==> src/rtl/detector_secuencias.sv <==
// Serial bit-sequence detector: Moore FSM whose transitions follow the KMP failure rule of PATTERN.
// det is decoded from the registered state only, so overlapping matches each give one pulse.
module detector_secuencias #(
  parameter int unsigned    LEN     = 4,
  parameter logic [LEN-1:0] PATTERN = 4'b1101
) (
  input  logic clk,
  input  logic rst,
  input  logic din,
  output logic det
);

  localparam int unsigned SW = $clog2(LEN + 1);

  // Sk = length of the longest received suffix that is also a prefix of PATTERN.
  typedef enum logic [SW-1:0] {
    S0   = SW'(0),
    SLen = SW'(LEN)
  } state_e;

  // Next state from Sk on bit b: longest suffix of (prefix_k, b) that is a PATTERN prefix.
  function automatic int unsigned kmp_next(input int unsigned k, input logic b);
    int unsigned    res;
    int unsigned    idx;
    logic           ok;
    logic           sb;
    logic [LEN-1:0] sh_s;
    logic [LEN-1:0] sh_p;
    res = 0;
    for (int unsigned j = 1; j <= LEN; j++) begin
      if (j <= k + 1) begin
        ok = 1'b1;
        for (int unsigned i = 0; i < j; i++) begin
          idx = k + 1 - j + i;
          if (idx == k) begin
            sb = b;
          end else begin
            sh_s = PATTERN >> (LEN - 1 - idx);
            sb   = sh_s[0];
          end
          sh_p = PATTERN >> (LEN - 1 - i);
          if (sb != sh_p[0]) ok = 1'b0;
        end
        if (ok) res = j;
      end
    end
    return res;
  endfunction

  logic [SW-1:0] w_nxt0 [LEN+1];
  logic [SW-1:0] w_nxt1 [LEN+1];

  for (genvar k = 0; k <= int'(LEN); k++) begin : g_tbl
    assign w_nxt0[k] = SW'(kmp_next(k, 1'b0));
    assign w_nxt1[k] = SW'(kmp_next(k, 1'b1));
  end

  state_e r_state = S0;
  state_e w_state_next;

  // Encodings above SLen match no table row and fall back to S0.
  always_comb begin
    w_state_next = S0;
    for (int k = 0; k <= int'(LEN); k++) begin
      if (r_state == SW'(k)) w_state_next = state_e'(din ? w_nxt1[k] : w_nxt0[k]);
    end
  end

  always_ff @(posedge clk) begin
    if (rst) begin
      r_state <= S0;
    end else begin
      r_state <= w_state_next;
    end
  end

  assign det = (r_state == SLen);

endmodule

==> config.mk <==
export PLATFORM = sky130hd
export DESIGN_NAME = detector_secuencias
export DESIGN_NICKNAME = d
export VERILOG_FILES = /design/src/rtl/detector_secuencias.sv
export SDC_FILE = /design/constraint.sdc
export NUM_CORES = 1
export LEC_CHECK = 0
export CORE_AREA = 2 2 39 41
export CTS_CLUSTER_SIZE = 28
export DETAILED_ROUTE_END_ITERATION = 16
export DIE_AREA = 0 0 41 43
export DONT_BUFFER_PORTS = 1
export PLACE_DENSITY_LB_ADDON = 0.3
export SKIP_CTS_REPAIR_TIMING = 1
export SYNTH_ARGS = -nofsm -noshare
export SYNTH_HDL_FRONTEND = slang
export SYNTH_SLANG_ARGS = --single-unit
==> constraint.sdc <==
create_clock -name clk -period 1.1 [get_ports clk]
set_clock_uncertainty 0.15 [all_clocks]
set_input_delay 0.11 -clock clk [delete_from_list [all_inputs] [get_ports clk]]
set_output_delay 0.11 -clock clk [all_outputs]
set_load 0.01 [all_outputs]
Word-level counts from Yosys, hierarchy flattened:

Index checks and enable logic that the tools add are counted.

* word-level logic and storage cells: 15
* register bits after elaboration: 3
* output and inout port bits: 1
* input bits: 3

* equality and inequality tests: 4
* reductions and logical operators: 1
* multiplexer cells: 9

Operators by type and width (number)
* $mux 3: 5
* $eq 3x2->1 const B: 2
* $eq 3x1->1 const B: 1
* $eq 3x3->1 const B: 1
* $logic_not 3->1: 1
* $mux 1: 3
* $mux 2: 1

Longest topological paths before layout:

Gate-level depths: netlist (run 1).

* word-level depth: 6
* mapped depth: 2
* gate-level depth less buffers: 2

Worst setup path after synthesis (run 1):

OpenSTA, ideal clock, no wires.

* path kind: register to register
* start point: register r_state[2]
* end point: register r_state[1]
* period minus slack after synthesis: 1.132 ns
* data arrival time: 0.881 ns
* path slack: -0.032 ns
* stages on the path, launching flop included: 3
* setup time: 0.101 ns
* buffers on the path: 0
* required time: 0.849 ns
* cell sequence: dfxtp_1 > or4b_1 > o41ai_1

* word-level cells in the longest chain between the ends: 5
* elaborated cells on any way between the ends: 8
* classes of those cells: eq/ne (4); mux (4)

Ends and longest elaborated chain
* start: declaration: line 58 `state_e r_state = S0;`
* start signal: assignment: line 73 `r_state <= w_state_next;`
* $eq 3x1->1: line 65 `if (r_state == SW'(k)) w_state_next = state_e'(din ? w_nxt1[k] : w_nxt0[k]);`
* $mux 3 (3 in series): line 65
* $mux 3 (*): line 65

Every way passes the cells marked *; elsewhere a longest branch is shown, timed or not.
A chain may end at the register's enable or synchronous reset.

Final worst setup path (run 1):

* start point: register r_state[0]
* end point: output port det

* word-level cells in the longest chain between the ends: 1

Ends and longest elaborated chain
* $eq 3x3->1: line 77 `assign det = (r_state == SLen);`
* end: declaration: line 10 `output logic det`

No other way between the ends.

==> summary.md, run 1 <==
| Metric | Value |
|---|---|
| Final slew viol count | 0 |
| WL per Instance | just under 9 um |
| Iteration count of the initial detailed-routing pass | 2 |
| CTS tree | built |
| Failing checks | hold timing, setup timing |
| Static leakage | 0.0889 nW |
| Async set-reset flop share out of synthesis | 0 |
| Hold slack | -0.213 ns |
| WP data required | 0.84 ns |
| I/O pin total | 4 |
| Final wirelength | 330 um |
| Final WS setup | -0.123 ns |
| Kind of critical path | flop to output pin |
| Grt ovf | 0 |
| Net Count, Synth | 15 |
| Cell area after synthesis | between 100 and 150 um2 |
| Largest reg by FF count | r_state |
| Post-DP HPWL | 180 um |
| Max Fclk | slightly above 800 MHz |
| Regs by FF count | r_state (3) |
| NumNets Final | 25 |
| Synth Area in XOR/XNOR | 0.141 |
| Slew margin rel. | 0.809 |
| Row count | 14 |
| Largest net degree at the start of global routing | 5 |
| Area growth, synth to finish | 82.8% |
| CP max FO | 4 |
| Finished Layout Cells | 37 |
| Die Y | about 43 um |
| Vias | 124 |
| Synth Area in Simple Gates | 0.273 |
| Syn avg cell area | 10.3 um2 |
| Final hold vios | 3 |
| GRT met1 Usage | 0.0288 |
| Post-synth top flop | dfxtp_1 |
| Cell Pwr Density | 1570 nW/um2 |
| CP Capture Type | output pin |
| GP Congestion | 0.577 |
| Clk buf depth | 2 |
| Fin crit period | 1.22 ns |
| Max-Cap Viols | 0 |
| Actual transition at the worst max-transition pin | 0.283 ns |
| Top cells by count, synth | dfxtp_1 (3), xnor2_1 (2) |
| Vias in the first global route | 144 |
| Worst min path class | input pin to flop |
| Setup Viol. Count Final | 2 |
| Post-synthesis cell count | 12 |
| Outcome | complete, but fails checks |
| Share of layout cells above drive strength 1 | 0.524 |
| #FFs+latches synth | 3 |
| Worst setup SP type | flop |
| IO Port Bufs | 0 |
| Largest cells by area after synthesis | dfxtp_1 (48%), xnor2_1 (14%), or4b_1 (8.1%) |
| Initial antenna violation count | 0 |
| Cells after DPL | 32 |
| Top-count cell post-synth | dfxtp_1 |
| Inserted Diodes | 0 |
| M3 GR Usage | 0.0209 |
| Top-area cell type share of the netlist area | 0.485 |
| Worst VDD drop | 0.314 mV |
| CP arrival | 0.96 ns |
| Met2 GRT Util | 0.0719 |
| CTS sink count | 3 |
| Die W | 41 um |
| Fin crit share | 1.11 |
| Die area | 1760 um2 |
| Post-synthesis adder-cell area fraction | 0 |
| Post-synthesis mux area share | 0 |
| First-iteration detailed-routing DRC count | 2 |
| GR Util All Layers | 0.0481 |
| DRC viols | 0 |
| Inserted Clock Buffers | 3 |
| RSZ-0062 raised after global routing | yes |
| Post-synth EDFFs | 0 |
| Max reg flops | 3 |
| Initial Util | 0.0895 |
| Synth Area in Compound Gates | 0.0707 |
| First-pass GRT wire length | 489 um |
| CTS H-tree lvls | 1 |
| Root Buffer Master | clkbuf_4 |
| Synthesis warning total | 0 |
| CTS clk-pin slew, worst paths | around 0.04 ns |
| Worst-skew pair later-pin latency | 0.24 ns |
| Grt peak-use layer | met4 |
| DRT antenna net count | 0 |
| Dominant cell type by area after synthesis | dfxtp_1 |
| Core area | about 1400 um2 |
| Drt via density | ~3.4 |
| Number of distinct library cells after synthesis | 9 |
| Largest family of logic cells by synthesized area | simple AND/OR/NAND/NOR gates |
| Register area share after synthesis | 0.485 |
[stage by stage]
stage / setup WS [ns] / util / area (um2) / TNS (ns) / total power, mW
5_1_grt: -0.172 / 0.164 / 226 / -0.229 / 0.377
3_3_place_gp: -0.0157 / 0.127 / 176 / -0.0157 / 0.147
2_1_floorplan: -0.0120 / - / 126 / -0.0120 / 0.136
3_5_place_dp: -0.0218 / 0.127 / 176 / -0.0218 / 0.148
6_report: -0.123 / 0.164 / 226 / -0.156 / 0.355
4_1_cts: -0.206 / 0.146 / 203 / -0.238 / 0.355
[per-layer routing]
| metal | routed length [um] | part of all wire |
|---|---|---|
| met5 | 0 | 0 |
| met4 | 0 | 0 |
| met3 | 25 | 0.076 |
| met2 | 203 | 0.62 |
| met1 | 100 | 0.30 |
[power breakdown]
part           leakage, nW  switching, mW  internal (mW)
clock network       0.0150         0.0609          0.136
logic               0.0486         0.0146         0.0234
registers           0.0253        0.00411          0.116
[layout by cell type (no fill, tap or decap)]
cell	Yosys	routed
o41ai_1	1	1
inv_1	1	1
nor3_1	1	1
dfxtp_1	3	1
xnor2_1	2	2
clkbuf_1	0	1
dfxtp_2	0	2
nor4_1	1	1
nand3_1	1	1
clkbuf_4	0	3
nor3b_2	0	1
or4b_1	1	1
buf_6	0	3
buf_4	0	2
[critical path, stage by stage (launching register included)]
cell	delay, ns
dfxtp_2	0.31
buf_6	0.12
nor3b_2	0.16
buf_4	0.14
[final cells by class]
type / instances / area, um2
multi-input combinational: 8 / 65.1
tap: 16 / 20.0
timing repair buffer: 5 / 48.8
sequential: 3 / 62.6
fill: 150 / 1160
inverter: 1 / 3.75
clock buffer: 4 / 26.3
[cell families (layout without fill, tap and decap cells)]
kind of cell / count (synthesis) / count (layout)
flip-flops: 3 / 3
AND/OR/NAND/NOR: 5 / 5
buffers and inverters: 1 / 10
AO/OA/AOI/OAI: 1 / 1
XOR/XNOR: 2 / 2
[path summary, 6_finish.rpt]
check | cells after the start | slack (ns) | startpoint | endpoint
max | 3 | -0.12 | r_state[0] | det
max reg2reg | 2 | -0.03 | r_state[0] | r_state[1]
min | 1 | -0.21 | rst | r_state[2]
min reg2reg | 2 | 0.35 | r_state[2] | r_state[2]
Note: power is estimated with default switching activity, not from simulation.
==> inputs of run 2 (changes only) <==
--- a/config.mk
+++ b/config.mk
@@ -6,11 +6,13 @@
 export NUM_CORES = 1
 export LEC_CHECK = 0
 export CORE_AREA = 2 2 39 41
+export CTS_BUF_LIST = sky130_fd_sc_hd__clkbuf_16
 export CTS_CLUSTER_SIZE = 28
 export DETAILED_ROUTE_END_ITERATION = 16
 export DIE_AREA = 0 0 41 43
 export DONT_BUFFER_PORTS = 1
 export PLACE_DENSITY_LB_ADDON = 0.3
+export SETUP_SLACK_MARGIN = 0.02
 export SKIP_CTS_REPAIR_TIMING = 1
 export SYNTH_ARGS = -nofsm -noshare
 export SYNTH_HDL_FRONTEND = slang
==> summary.md, run 2 (synthesis gave the netlist of run 1 again) <==
| Metric | Value |
|---|---|
| Final wirelength | 347 um |
| Max Fclk | 812 MHz |
| RSZ-0062 raised after global routing | yes |
| Drt via density | 3.59 |
| Worst setup SP type | flop |
| Max reg flops | 3 |
| CTS sink count | 3 |
| Worst path max stage delay | 0.31 ns |
| Regs by FF count | r_state (3) |
| Final hold vios | 3 |
| Actual transition at the worst max-transition pin | approximately 0.23 ns |
| Grt ovf | 0 |
| Vias | 133 |
| Initial antenna violation count | 0 |
| Hold slack | -0.201 ns |
| Inserted Diodes | 0 |
| Max-Cap Viols | 0 |
| Largest net degree at the start of global routing | 5 |
| Cells along the critical path | buf_6, nor3b_2, buf_4 |
| Die area | 1760 um2 |
| GR Util All Layers | 0.0541 |
| Setup WS pre-CTS | -0.0218 ns |
| CP Capture Type | output pin |
| Vias in the first global route | between 100 and 150 |
| Outcome | complete, but fails checks |
| Worst min path class | input pin to flop |
| Root Buffer Master | clkbuf_16 |
| Initial Util | 0.0895 |
| CP max FO | 3 |
| WP data required | between 0.8 and 0.9 ns |
| Inserted Clock Buffers | 3 |
| Worst-skew pair later-pin latency | roughly 0.23 ns |
| Iteration count of the initial detailed-routing pass | 2 |
| Largest reg by FF count | r_state |
| Most frequent cells in the layout | clkbuf_16 (3), buf_6 (3), dfxtp_2 (3) |
| Worst path slowest cell | dfxtp_2 |
| CTS clk-pin slew, worst paths | 0.03 ns |
| Setup Viol. Count Final | 2 |
| Worst VDD drop | 0.915 mV |
| Post-DP HPWL | 180 um |
| Die W | 41 um |
| First-pass GRT wire length | 483 um |
| Clk buf depth | 2 |
| DRC viols | 0 |
| CTS H-tree lvls | 1 |
| IO Port Bufs | 0 |
| GP Congestion | between 0.5 and 0.6 |
| Total negative slack | -0.171 ns |
| DRT antenna net count | 0 |
| Area growth, synth to finish | 126% |
| Finished Layout Cells | 37 |
| CTS tree | built |
| Fin crit period | 1.23 ns |
| Share of layout cells above drive strength 1 | 0.571 |
| Cell Pwr Density | 2610 nW/um2 |
| Row count | 14 |
| Final WS setup | -0.131 ns |
| Core area | between 1000 and 1500 um2 |
| Fin crit share | 1.12 |
| Pwr Total | 733 uW |
| Kind of critical path | flop to output pin |
| Final slew viol count | 0 |
| I/O pin total | 4 |
| Static leakage | 0.117 nW |
| Failing checks | hold timing, setup timing |
| Cells after DPL | 32 |
| Slew margin rel. | 0.842 |
| WL per Instance | 9.38 um |
| Die Y | 43 um |
| CP arrival | 0.97 ns |
| First-iteration detailed-routing DRC count | 2 |
| NumNets Final | 25 |
==> run 2: cell count changes in the layout (fill, tap and decap cells not counted) <==
cell / before / now
inv_1: 1 / 2
clkbuf_1: 1 / 0
dfxtp_2: 2 / 3
clkbuf_4: 3 / 0
clkbuf_16: 0 / 3
dfxtp_1: 1 / 0
==> run 2: cell type report <==
type	count	area (um2)
fillers	145	1100
clock buffers	3	75.1
multi-input cells	8	65.1
flip-flops and latches	3	63.8
repair buffers	5	48.8
well taps	16	20.0
clock inverters	1	3.75
inverters	1	3.75
==> run 2: critical path, delay by kind of cell, from the launching register on <==
kind / cells / cell delay (ns)
AND/OR/NAND/NOR: 1 / 0.18
flip-flops: 1 / 0.31
buffers and inverters: 2 / 0.25
==> run 2: power by group <==
group,internal (mW),leakage (nW),switching [mW]
Sequential,0.117,0.0258,0.00390
Combinational,0.0234,0.0486,0.0137
Clock,0.469,0.0423,0.106
==> run 2: metrics by stage <==
stage                      util  area (um2)  hold slack (ns)
after floorplan               -         126           0.0291
after global placement    0.127         176           0.0352
after detailed placement  0.127         176           0.0327
after CTS                 0.184         255           -0.204
after global routing      0.203         280           -0.199
final                     0.203         280           -0.201
==> run 2: per-layer routing <==
| layer | track usage | part of all wire | up-vias | wire length [um] |
|---|---|---|---|---|
| li1 | - | - | 62 | - |
| met1 | 0.0319 | 0.27 | 61 | 95 |
| met2 | 0.0594 | 0.53 | 6 | 185 |
| met3 | 0.0366 | 0.081 | 4 | 28 |
| met4 | 0.120 | 0.11 | 0 | 38 |
| met5 | 0 | 0 | - | 0 |
==> run 2: final timing paths <==
path | from | to | slack [ns] | cells after the start
max reg2reg | r_state[0] | r_state[1] | -0.04 | 2
min reg2reg | r_state[2] | r_state[2] | 0.35 | 2
min | rst | r_state[2] | -0.20 | 1
max | r_state[0] | det | -0.13 | 3
==> patch 1: new RTL, flow settings as in run 1 <==
Register the input `din` before use. The logic sees it one clock later.
--- a/src/rtl/detector_secuencias.sv
+++ b/src/rtl/detector_secuencias.sv
@@ -19,2 +19,8 @@
   } state_e;
+
+  logic din_q;
+
+  always_ff @(posedge clk) begin
+    din_q <= din;
+  end
 
@@ -64,3 +70,3 @@
     for (int k = 0; k <= int'(LEN); k++) begin
-      if (r_state == SW'(k)) w_state_next = state_e'(din ? w_nxt1[k] : w_nxt0[k]);
+      if (r_state == SW'(k)) w_state_next = state_e'(din_q ? w_nxt1[k] : w_nxt0[k]);
     end
Check against the original RTL: not equivalent (a bounded check fails within 10 cycles, from zero or initial values and one cycle with rst high).
==> patch 1 against run 1 <==
- the run still ends with negative hold slack, negative setup slack left
- synthesized cell count grew 8.3%
- worst setup slack lost 20 ps
- register-to-register slack is essentially flat
- cell area grew 11%
- area after synthesis grew 16%
- global-route usage shrank 0.091 points
- wire length shrank 10%
- power grew 3.6%
- sequential cell count grew 1
==> patch 1: results <==
export IMPL_holdWs_ps=-204
export IMPL_outcome="finished, violations left"
export IMPL_antenna_cells=0
export IMPL_grt_pass1_vias=138
export IMPL_clockBufferDepth=2
export IMPL_yosys_top_cells_area="dfxtp_1 (56%), xnor2_1 (12%), or4b_1 (7.0%)"
export IMPL_drt_iter0_drc=0
export IMPL_clk_pin_slew_ps=40
export IMPL_critPathArrivalTime_ps=980
export IMPL_synth_ff_type="dfxtp_1"
export IMPL_insertion_delay_ps=230
export IMPL_hold_class="in -> reg"
export IMPL_synthCells=13
export IMPL_grt_max_degree=5
export IMPL_worstRegToRegCells=2
export IMPL_r2r_start="r_state[0]"
export IMPL_syn_nets=16
export IMPL_numCtsBuffers=3
export IMPL_tightest_slew_ps=233
export IMPL_grt_pass1_wl_um=462
export IMPL_ys_warn_count=0
export IMPL_synth_compound_area_share_pct=6.09
export IMPL_layout_setup_ws_ps=-143
export IMPL_rrSetupSlack_ps=-30
export IMPL_wl_per_cell_um=8.00
export IMPL_synth_cell_types=9
export IMPL_route_vias_total=128
export IMPL_cts_max_level=1
export IMPL_dp_slack_ps=-22.6
export IMPL_yosys_top_cells_count="dfxtp_1 (4), xnor2_1 (2)"
export IMPL_final_setup_tns_ps=-177
export IMPL_io_buffers=0
export IMPL_fill_cells=150
export IMPL_slowest_delay_ps=310
export IMPL_top_regs="r_state x3, din_q x1"
export IMPL_final_hold_violation_count=3
export IMPL_placed_area_um2=196
export IMPL_worstReg2RegEnd="r_state[1]"
export IMPL_violations="negative hold slack, negative setup slack"
export IMPL_synthXorXnorAreaFrac_pct=12.2
export IMPL_holdPathStages=1
export IMPL_post_route_cells_drive_above_1_share_pct=47.6
export IMPL_finalSetupViolCount=2
export IMPL_holdCritStartpoint="rst"
export IMPL_total_leakage_power_nw=0.0934
export IMPL_firstDrtPassIters=1
export IMPL_fin_nets=26
export IMPL_dp_cells=33
export IMPL_crit_slowest_cell="dfxtp_2"
export IMPL_cts_root_buffer="clkbuf_4"
export IMPL_antenna_found_initial=0
export IMPL_yosysSeqAreaShare_pct=55.7
export IMPL_final_cells=37
export IMPL_gp_congestion=0.515
export IMPL_grt_total_usage_pct=4.72
export IMPL_grt_overflow_total=0
export IMPL_peakVddDrop_v=0.000475
export IMPL_synth_area_mux_share_pct=0
[patch 1: cell count changes in the layout (fill, tap and decap cells not counted), sizes merged]
| cell | delta |
|---|---|
| clkbuf | -1 |
| dlygate4sd3 | +1 |
| buf | -1 |
| dfxtp | +1 |
[patch 1: how the worst max path moves through the flow]
stage	from	endpoint	slack [ps]
finish	r_state[0]	det	-140
detailed placement	r_state[0]	r_state[1]	-20
global route	r_state[1]	det	-200
CTS	r_state[1]	det	-170
global placement	r_state[0]	r_state[1]	-10
floorplan	r_state[0]	r_state[1]	-10
[patch 1: final cells by class]
type	count	area, um^2	share of cell area [%]
timing repair buffer	5	51.3	20.4
sequential	4	82.6	32.8
inverter	1	3.75	1.49
multi-input combinational	8	71.3	28.4
tap	16	20.0	7.96
clock buffer	3	22.5	8.96
[patch 1: cells by family after synthesis]
| family | count (synthesis) |
|---|---|
| buf+inv | 1 |
| compound gates | 1 |
| xor+xnor | 2 |
| flops | 4 |
| simple gates | 5 |
[patch 1: where the power goes]
part	switching, mW	leakage [nW]	total, mW	internal, mW
registers	0.00477	0.0338	0.160	0.155
logic	0.0147	0.0458	0.0353	0.0207
clock network	0.0520	0.0138	0.173	0.121
[patch 1: routing by layer]
metal | GRT usage (%) | wire (um) | share of wire [%] | up-vias
met1 | 3.22 | 105 | 35 | 60
met4 | 8.00 | 0 | 0 | 0
met3 | 3.66 | 22 | 7.4 | 0
met2 | 5.63 | 169 | 57 | 4
li1 | - | - | - | 64
met5 | 0 | 0 | 0 | -
==> patch 2: new RTL, flow settings as in run 1 <==
Made on the original files. Change the parameter `LEN` from 4 to 8.
--- a/src/rtl/detector_secuencias.sv
+++ b/src/rtl/detector_secuencias.sv
@@ -3,3 +3,3 @@
 module detector_secuencias #(
-  parameter int unsigned    LEN     = 4,
+  parameter int unsigned    LEN     = 8,
   parameter logic [LEN-1:0] PATTERN = 4'b1101
Function: changed (Yosys sat finds a counterexample within 10 cycles, from zero or initial values and one cycle with rst high).
==> patch 2 against run 1 <==
- sequential cell count increased by 1
- power increased by 10%
- clock power decreased by 11%
- cell area increased by 43%
- maximum frequency decreased by 6.4%
- worst setup slack got worse by 84 ps
- area after synthesis increased by 81%
- register-to-register slack got worse by 180 ps
- wire length increased by 51%
- die area unchanged
- critical endpoint is now r_state[1]
- the run still ends with negative hold slack, negative setup slack left
- combinational power increased by 18%
==> patch 2: results <==
export IMPL_outcome="finished, violations left"
export IMPL_violations="negative hold slack, negative setup slack"
export IMPL_firstDrtPassIters=4
export IMPL_total_leakage_power_nw=0.114
export IMPL_dp_slack_ps=-192
export IMPL_post_route_cells_drive_above_1_share_pct=35.3
export IMPL_drt_iter0_drc=1
export IMPL_worstRegToRegCells=3
export IMPL_tightest_slew_ps=273
export IMPL_grt_pass1_vias=225
export IMPL_wl_per_cell_um=9.98
export IMPL_holdPathStages=2
export IMPL_fill_cells=155
export IMPL_grt_pass1_wl_um=917
export IMPL_holdWs_ps=-136
export IMPL_hold_path_end="r_state[3]"
export IMPL_critPathArrivalTime_ps=1320
export IMPL_top_regs="r_state x4"
export IMPL_peakVddDrop_v=0.000670
export IMPL_antenna_cells=0
export IMPL_grt_max_degree=9
export IMPL_gp_congestion=0.744
export IMPL_synth_cell_types=18
export IMPL_final_setup_tns_ps=-675
export IMPL_fin_nets=39
export IMPL_crit_fanout=8
export IMPL_finalSetupViolCount=4
export IMPL_grt_total_usage_pct=8.03
export IMPL_holdCritStartpoint="din"
export IMPL_yosys_top_cells_area="dfxtp_1 (36%), nand3b_1 (6.7%), or4_1 (6.7%)"
export IMPL_synth_ff_type="dfxtp_1"
export IMPL_yosys_top_cells_count="dfxtp_1 (4), nor2_1 (3)"
export IMPL_crit_slowest_cell="dfxtp_1"
export IMPL_slowest_delay_ps=460
export IMPL_antenna_found_initial=0
export IMPL_dpl_hpwl_um=358
export IMPL_layout_setup_ws_ps=-207
export IMPL_final_hold_violation_count=4
export IMPL_vias_per_cell=4.66
patch 2: stage by stage:
step	power, mW	cells	cell area [um^2]
2_1_floorplan	0.203	27	231
6_report	0.392	50	323
5_1_grt	0.425	50	323
3_3_place_gp	0.209	46	270
4_1_cts	0.393	49	293
3_5_place_dp	0.211	46	270
patch 2: logic make-up after synthesis:
family	share of synthesized area, %
flops	35.8
simple gates	39.1
buf+inv	3.91
compound gates	21.2
patch 2: final cells by class:
| cell class | count | area, um^2 | share of cell area, % |
|---|---|---|---|
| flip-flops and latches | 4 | 86.3 | 26.7 |
| inverters | 1 | 3.75 | 1.16 |
| well taps | 16 | 20.0 | 6.20 |
| multi-input cells | 21 | 150 | 46.5 |
| repair buffers | 5 | 40.0 | 12.4 |
| clock buffers | 3 | 22.5 | 6.98 |
patch 2: worst max-delay path by stage:
stage          slack (ps)  startpoint    endpoint  cells after the start
5_1_grt              -250  r_state[2]  r_state[0]                      3
2_1_floorplan         -90  r_state[2]  r_state[0]                      3
6_report             -210  r_state[0]  r_state[1]                      3
3_3_place_gp         -150  r_state[0]  r_state[1]                      3
3_5_place_dp         -190  r_state[2]  r_state[0]                      3
4_1_cts              -270  r_state[3]         det                      3
patch 2: power by group:
part | switching [mW] | internal, mW | total, mW
Combinational | 0.0173 | 0.0276 | 0.0449
Clock | 0.0538 | 0.122 | 0.175
Sequential | 0.0180 | 0.154 | 0.172
patch 2: worst register-to-register path: stages (launching register included):
cell and delay, ps:
dfxtp_1 460, or3b_1 380, a21oi_1 130, o21a_1 120
patch 2: per-layer routing:
layer  up-vias  track usage, %  wire length (um)
li1        120               -                 -
met1       103            9.97               232
met4         0            4.00                 0
met3         0            7.85                46
met2        10            8.75               220
met5         -               0                 0
